<file path="src/rtl/fetch_unit.sv">
// fetch_unit: instruction fetch stage feeding the control decoder.
// Owns the PC and drives a synchronous instruction ROM (1-cycle read latency).
// It presents one instruction per cycle through a 1-entry output slot backed by a 1-entry skid buffer.
// Taken branches redirect the PC through an internal target LUT.
// The HALT_CODE encoding stops fetch.
// Optional build macro: FETCH_PERF_EN adds the CycleCount/BubbleCount counters.
//
// Handshake: an instruction transfers to decode ("consume") in any cycle where
// InstrValid is high and Stall is low. While Stall is high, Instr/InstrValid/InstrPC
// hold. TakeBranch/TargetIdx mean something only in a consume cycle.
module fetch_unit #(
  parameter int AW = 10,
  parameter int IW = 9,
  parameter int TW = 5,
  parameter logic [IW-1:0] HALT_CODE = 9'h1FF
) (
  input  logic          Clk,
  input  logic          Reset_n,
  input  logic          Start,
  input  logic          Stall,
  input  logic          TakeBranch,
  input  logic [TW-1:0] TargetIdx,
  output logic          ImemRe,
  output logic [AW-1:0] ImemAddr,
  input  logic [IW-1:0] ImemData,
  output logic [IW-1:0] Instr,
  output logic          InstrValid,
  output logic [AW-1:0] InstrPC,
  output logic          Done,
  input  logic          LutWe,
  input  logic [TW-1:0] LutAddr,
  input  logic [AW-1:0] LutData,
`ifdef FETCH_PERF_EN
  output logic [15:0]   CycleCount,
  output logic [15:0]   BubbleCount,
`endif
  output logic [1:0]    dbg_state
);

  localparam int DEPTH = 1 << TW;

  typedef enum logic [1:0] {
    S_IDLE = 2'd0,
    S_RUN  = 2'd1,
    S_HALT = 2'd2
  } state_t;

  state_t state, state_nxt;

  logic [AW-1:0] pc;
  logic [AW-1:0] addr_q;      // address of the most recent issue (the one returning now)
  logic          in_flight;   // ImemData carries a fresh return this cycle
  logic          slot_valid;  // output slot holds a stalled instruction
  logic [IW-1:0] slot_instr;
  logic [AW-1:0] slot_pc;
  logic          skid_valid;
  logic [IW-1:0] skid_instr;
  logic [AW-1:0] skid_pc;
  logic [AW-1:0] lut [DEPTH];

  logic consume;
  logic halt_now;
  logic branch_now;
  logic start_ok;
  logic issue;

  // A fresh ROM return with an empty slot goes straight to decode. Otherwise the slot register feeds decode.
  assign InstrValid = slot_valid | in_flight;
  assign Instr      = (!slot_valid && in_flight) ? ImemData : slot_instr;
  assign InstrPC    = (!slot_valid && in_flight) ? addr_q   : slot_pc;

  assign consume    = InstrValid & ~Stall;
  assign halt_now   = consume & (Instr == HALT_CODE);
  assign branch_now = consume & TakeBranch & ~halt_now;
  assign start_ok   = Start & (state != S_RUN);

  // Hold off issue whenever the slot/skid pair could not absorb another return.
  assign issue = (state == S_RUN) & ~halt_now & ~branch_now & ~skid_valid
               & ~(InstrValid & Stall & in_flight);

  assign ImemRe    = issue;
  assign ImemAddr  = issue ? pc : addr_q;
  assign Done      = (state == S_HALT);
  assign dbg_state = state;

  // State register.
  always_ff @(posedge Clk or negedge Reset_n) begin
    if (!Reset_n) state <= S_IDLE;
    else          state <= state_nxt;
  end

  // Next-state logic: Start leaves IDLE/HALT, consuming the halt code ends RUN.
  always_comb begin
    state_nxt = state;
    case (state)
      S_IDLE:  if (Start)    state_nxt = S_RUN;
      S_RUN:   if (halt_now) state_nxt = S_HALT;
      S_HALT:  if (Start)    state_nxt = S_RUN;
      default: state_nxt = S_IDLE;
    endcase
  end

  // PC, issued address and in-flight tracking. A redirect or halt drops the in-flight return.
  always_ff @(posedge Clk or negedge Reset_n) begin
    if (!Reset_n) begin
      pc        <= '0;
      addr_q    <= '0;
      in_flight <= 1'b0;
    end else begin
      in_flight <= issue;
      if (issue) addr_q <= pc;
      if (start_ok)        pc <= '0;
      else if (branch_now) pc <= lut[TargetIdx];
      else if (issue)      pc <= pc + 1'b1;
    end
  end

  // Output slot and skid buffer. These registers keep program order without loss or duplication under stalls.
  always_ff @(posedge Clk or negedge Reset_n) begin
    if (!Reset_n) begin
      slot_valid <= 1'b0;
      slot_instr <= '0;
      slot_pc    <= '0;
      skid_valid <= 1'b0;
      skid_instr <= '0;
      skid_pc    <= '0;
    end else if (halt_now || branch_now || start_ok) begin
      slot_valid <= 1'b0;
      skid_valid <= 1'b0;
    end else if (slot_valid) begin
      if (consume) begin
        if (skid_valid) begin
          slot_instr <= skid_instr;
          slot_pc    <= skid_pc;
          skid_valid <= 1'b0;
        end else if (in_flight) begin
          slot_instr <= ImemData;
          slot_pc    <= addr_q;
        end else begin
          slot_valid <= 1'b0;
        end
      end else if (in_flight) begin
        skid_instr <= ImemData;
        skid_pc    <= addr_q;
        skid_valid <= 1'b1;
      end
    end else if (in_flight && !consume) begin
      slot_instr <= ImemData;
      slot_pc    <= addr_q;
      slot_valid <= 1'b1;
    end
  end

  // Branch-target LUT. Writes land at the edge, so a same-cycle read sees the old entry.
  always_ff @(posedge Clk or negedge Reset_n) begin
    if (!Reset_n) begin
      for (int i = 0; i < DEPTH; i++) lut[i] <= '0;
    end else if (LutWe) begin
      lut[LutAddr] <= LutData;
    end
  end

`ifdef FETCH_PERF_EN
  // Saturating run-cycle and bubble counters. Both clear when Start is accepted.
  always_ff @(posedge Clk or negedge Reset_n) begin
    if (!Reset_n) begin
      CycleCount  <= '0;
      BubbleCount <= '0;
    end else if (start_ok) begin
      CycleCount  <= '0;
      BubbleCount <= '0;
    end else if (state == S_RUN) begin
      if (CycleCount != 16'hFFFF) CycleCount <= CycleCount + 16'd1;
      if (!InstrValid && BubbleCount != 16'hFFFF) BubbleCount <= BubbleCount + 16'd1;
    end
  end
`endif

endmodule

</file>
<file path="config.mk">
export PLATFORM = sky130hd
export DESIGN_NAME = fetch_unit
export DESIGN_NICKNAME = d
export VERILOG_FILES = /design/src/rtl/fetch_unit.sv
export SDC_FILE = /design/constraint.sdc
export NUM_CORES = 1
export LEC_CHECK = 0
export ABC_CLOCK_PERIOD_IN_PS = 2700
export BUFFER_PORTS_ARGS = -buffer_cell sky130_fd_sc_hd__buf_2
export CAP_MARGIN = 5
export CELL_PAD_IN_SITES_DETAIL_PLACEMENT = 1
export CELL_PAD_IN_SITES_GLOBAL_PLACEMENT = 1
export CORE_ASPECT_RATIO = 1.25
export CORE_MARGIN = 2
export CORE_UTILIZATION = 52
export DETAILED_ROUTE_END_ITERATION = 10
export MAX_ROUTING_LAYER = met4
export PLACE_DENSITY_LB_ADDON = 0.1
export SYNTH_ARGS = -nofsm -noshare
export SYNTH_HDL_FRONTEND = slang
export SYNTH_SLANG_ARGS = --single-unit
</file>
<file path="constraint.sdc">
create_clock -name Clk -period 2.7 [get_ports Clk]
set_clock_uncertainty 0.2 [all_clocks]
set_input_delay 0.405 -clock Clk [delete_from_list [all_inputs] [get_ports Clk]]
set_output_delay 0.405 -clock Clk [all_outputs]
set_load 0.005 [all_outputs]
</file>
==> Flow_metrics.wiki <==
{| class="wikitable"
! Metric !! Value
|-
| Non-filler cells, final || 1,839
|-
| Top cell by count, worst path || buf_6
|-
| Final hold slack || 0.0353 ns
|-
| VDD IR-drop max || 0.000561 V
|-
| Fraction of layout instances using a drive strength above 1 || 48.0%
|-
| Standard cell core area || 33,600 µm²
|-
| Layout overhead on the synthesized area || 17.7%
|-
| Mean cell area of the mapped netlist || 14.4 µm²
|-
| Dominant cell type by area after synthesis || dfrtp_1
|-
| Power density over the cells || 868 nW/µm²
|-
| Area share of the largest cell type after synthesis || 53.9%
|-
| Initial antenna violation count || 0
|-
| Total of warnings raised by yosys || 0
|-
| Placed wire-length estimate after detailed placement || 32,200 µm
|-
| Width of the die || 169 µm
|-
| Share of flip-flops with an asynchronous set or reset after synthesis || 100%
|-
| Most frequent cells after synthesis || dfrtp_1 (383), mux2_2 (329), mux4_2 (73)
|-
| Remaining Overflow, GRT || 0
|-
| Clock network power share || 31.6%
|-
| Worst reg2reg startpoint || slot_valid
|-
| FF+latch count, synth || 383
|-
| Family with the most delay on the worst path || flip-flops
|-
| P_int || 13.1 mW
|-
| Syn Std Cell Area || 17,800 µm²
|-
| Overall track demand over capacity in global routing || 29.1%
|-
| Final Max Slew Viols || 0
|-
| CP max stage cell || dfrtp_1
|-
| Synth cell types || 58
|-
| Destination of the worst register-to-register timing path || pc[3]
|-
| Clock-pin slew of the registers on the worst-case setup and hold paths || 0.06 ns
|-
| Power share of the combinational group || 24.5%
|-
| Actual transition at the worst max-transition pin || 0.745 ns
|-
| Switching power share of the total || 27.9%
|-
| Proportion of synthesized chip area in sequential cells || 53.9%
|-
| Number of detailed-routing iterations run before antenna repair || 4
|-
| Setup slack after layout || -0.206 ns
|-
| Worst path buffer plus inverter count || 3
|-
| Area of the die || 35,700 µm²
|-
| Skew-Pair Late Insertion Delay || 0.54 ns
|-
| Top-count cell post-synth || dfrtp_1
|-
| First-pass GRT wire length || 76,600 µm
|-
| Final wirelength || 47,900 µm
|-
| Path class of the lowest-slack min-delay path || in -> reg
|-
| Maximum single-stage delay on the critical path || 0.42 ns
|-
| Biggest fanout along the worst timing path || 6
|-
| Number of max-cap violations || 0
|-
| Min Clock Period, post-route || 2.91 ns
|-
| Portion of the clock cycle consumed by the worst path in the final layout || 108%
|-
| Worst Setup End Kind || output pin
|-
| Internal reg-to-reg setup slack || 0.18 ns
|-
| Data required time at the worst endpoint || 2.10 ns
|-
| Status || complete, but fails checks
|-
| Critical path data arrival time || 2.30 ns
|-
| Count of vias placed by the detailed router || 11,300
|-
| Crit path kind || reg -> out
|-
| Sequential cell fraction of total power || 43.9%
|-
| Net Sw Power || 5.06 mW
|-
| Vias in the first global route || 12,700
|-
| Most area-consuming cells after synthesis || dfrtp_1 (54%), mux2_2 (21%), mux4_2 (9.2%)
|-
| Htree depth || 2
|-
| Highest attainable clock frequency || 344 MHz
|-
| DR DRC count || 0
|-
| Initial Utilization || 52.9%
|-
| Post-Route Utilization || 62.3%
|-
| Total nets after synthesis || 1,272
|-
| Final nets || 1,425
|-
| Synth Flop Type || dfrtp_1
|-
| Number of placed I/O pins || 69
|-
| Number of failing hold endpoints at the final stage || 0
|-
| Setup repair after global routing missed its margin || true
|-
| Placed Instances || 1,743
|-
| Gp weighted congestion || 0.804
|-
| Number of fill cells in the layout || 3,114
|-
| CTS Root Buffer Type || clkbuf_16
|-
| WP depth || 8
|-
| Worst Setup Start Kind || register
|-
| Num CTS Buffers || 40
|-
| Leak Pwr || 9.60 nW
|-
| Sequential Area || 9590 µm²
|-
| Number of DRC markers after the initial detailed-route iteration || 628
|-
| Final setup violating endpoints || 11
|-
| Number of enable flip-flop cells after synthesis || 0
|-
| Count of cells along the worst register-to-register path || 9
|-
| Design Power || 18.2 mW
|-
| IO Port Bufs || 68
|-
| Average routed wire per standard cell || 26.1 µm
|-
| TritonCTS clock tree || yes
|-
| # rows || 75
|-
| Critical Path Sink || ImemAddr[6]
|-
| Multi-input gate area in the final layout || 7870 µm²
|-
| Antenna Diode Count || 0
|-
| Failing checks || negative setup slack
|-
| Pin count of the biggest net entering global routing || 67
|-
| Clock buffer depth || 3
|-
| Sinks on the clock net || 383
|-
| Launch point of the critical path || slot_valid
|-
| Number of vias per cell after detailed routing || 6.13
|-
| Slew margin rel. || 50.3%
|-
| Number of instances in the synthesized netlist || 1,236
|-
| Die Ht || 211 µm
|-
| Remaining antenna violation count || 0
|-
| Cell breakdown of the critical path || buf_6, nand3b_1, a21oi_2, o21ai_2, nand3_2, buf_8, mux2_4, buf_6
|}
-- power by group through the flow --
| stage | Clock (mW) | Sequential, mW | Combinational, mW |
|---|---|---|---|
| global route | 6.06 | 8.16 | 4.84 |
| detailed placement | 0 | 8.04 | 3.94 |
| floorplan | 0 | 7.66 | 2.78 |
| finish | 5.74 | 7.98 | 4.45 |
| global placement | 0 | 7.95 | 3.80 |
| CTS | 5.84 | 7.97 | 4.39 |
-- kinds of logic after synthesis --
logic type | share of synthesized area [%]
multiplexers | 34.7
flip-flops | 53.9
AND/OR/NAND/NOR | 5.28
AO/OA/AOI/OAI | 3.59
buffers and inverters | 2.44
adder cells (fa/ha/maj) | 0.0703
-- how the worst min path moves through the flow --
stage                     start             to  slack (ns)  cells after the start
finish              ImemData[4]  slot_instr[4]        0.04                      3
global route        ImemData[1]  slot_instr[1]        0.05                      3
floorplan               Reset_n      addr_q[0]       -0.09                      0
detailed placement      Reset_n     skid_pc[1]        0.19                      1
CTS                 ImemData[8]  slot_instr[8]       0.007                      3
global placement        Reset_n     slot_pc[0]        0.19                      1
-- worst register-to-register path: cells and delay by family (launching register included) --
kind | cells | cell delay, ns
buffers and inverters | 3 | 0.45
AO/OA/AOI/OAI | 3 | 0.69
AND/OR/NAND/NOR | 3 | 0.63
flip-flops | 1 | 0.42
-- per-stage QoR --
step / instance area (µm²) / setup WS (ns) / setup TNS (ns)
finish: 20900 / -0.206 / -1.92
global route: 20900 / -0.298 / -2.90
CTS: 20900 / -0.126 / -1.01
detailed placement: 19100 / 0.109 / 0
global placement: 19100 / 0.158 / 0
floorplan: 17800 / 0.379 / 0
-- layout by cell type (no fill, tap or decap), types with 13 or more instances in the layout --
| cell | n |
|---|---|
| a21oi_1 | 13 |
| o22ai_1 | 15 |
| mux2_1 | 31 |
| buf_4 | 94 |
| mux4_2 | 73 |
| mux2i_1 | 41 |
| buf_6 | 16 |
| buf_2 | 56 |
| mux2_2 | 326 |
| dfrtp_1 | 382 |
| nand3_1 | 13 |
| nor2_1 | 22 |
| o21ai_0 | 30 |
| nand2_1 | 63 |
| clkbuf_16 | 41 |
-- per-layer routing --
metal	track usage, %	wire, µm
met1	37.0	20400
met2	49.6	24600
met3	3.17	1440
met4	8.72	1440
met5	-	0
-- layout make-up --
class / instances / share of cell area (%)
Clock inverter: 8 / 0.687
Clock buffer: 61 / 5.83
Inverter: 7 / 0.137
Timing Repair Buffer: 192 / 7.44
Sequential cell: 383 / 45.8
Multi-Input combinational cell: 765 / 37.6
Tap cell: 423 / 2.53
-- sequential cells by signal (all words and copies together), names as in the netlist --
name        cells
skid_pc        10
slot_instr      9
slot_valid      1
pc             10
dbg_state       2
skid_valid      1
addr_q         10
in_flight       1
skid_instr      9
slot_pc        10
lut           320
-- repair_timing --
item,4_1_cts,5_1_grt
setup endpoints to repair,11,11
hold endpoints to repair,61,0
gates cloned,1,0
buffers inserted,11,3
gates resized for setup,40,8
hold buffers,12,0
pin swaps,6,1
Power figures use the tool's default switching activity.
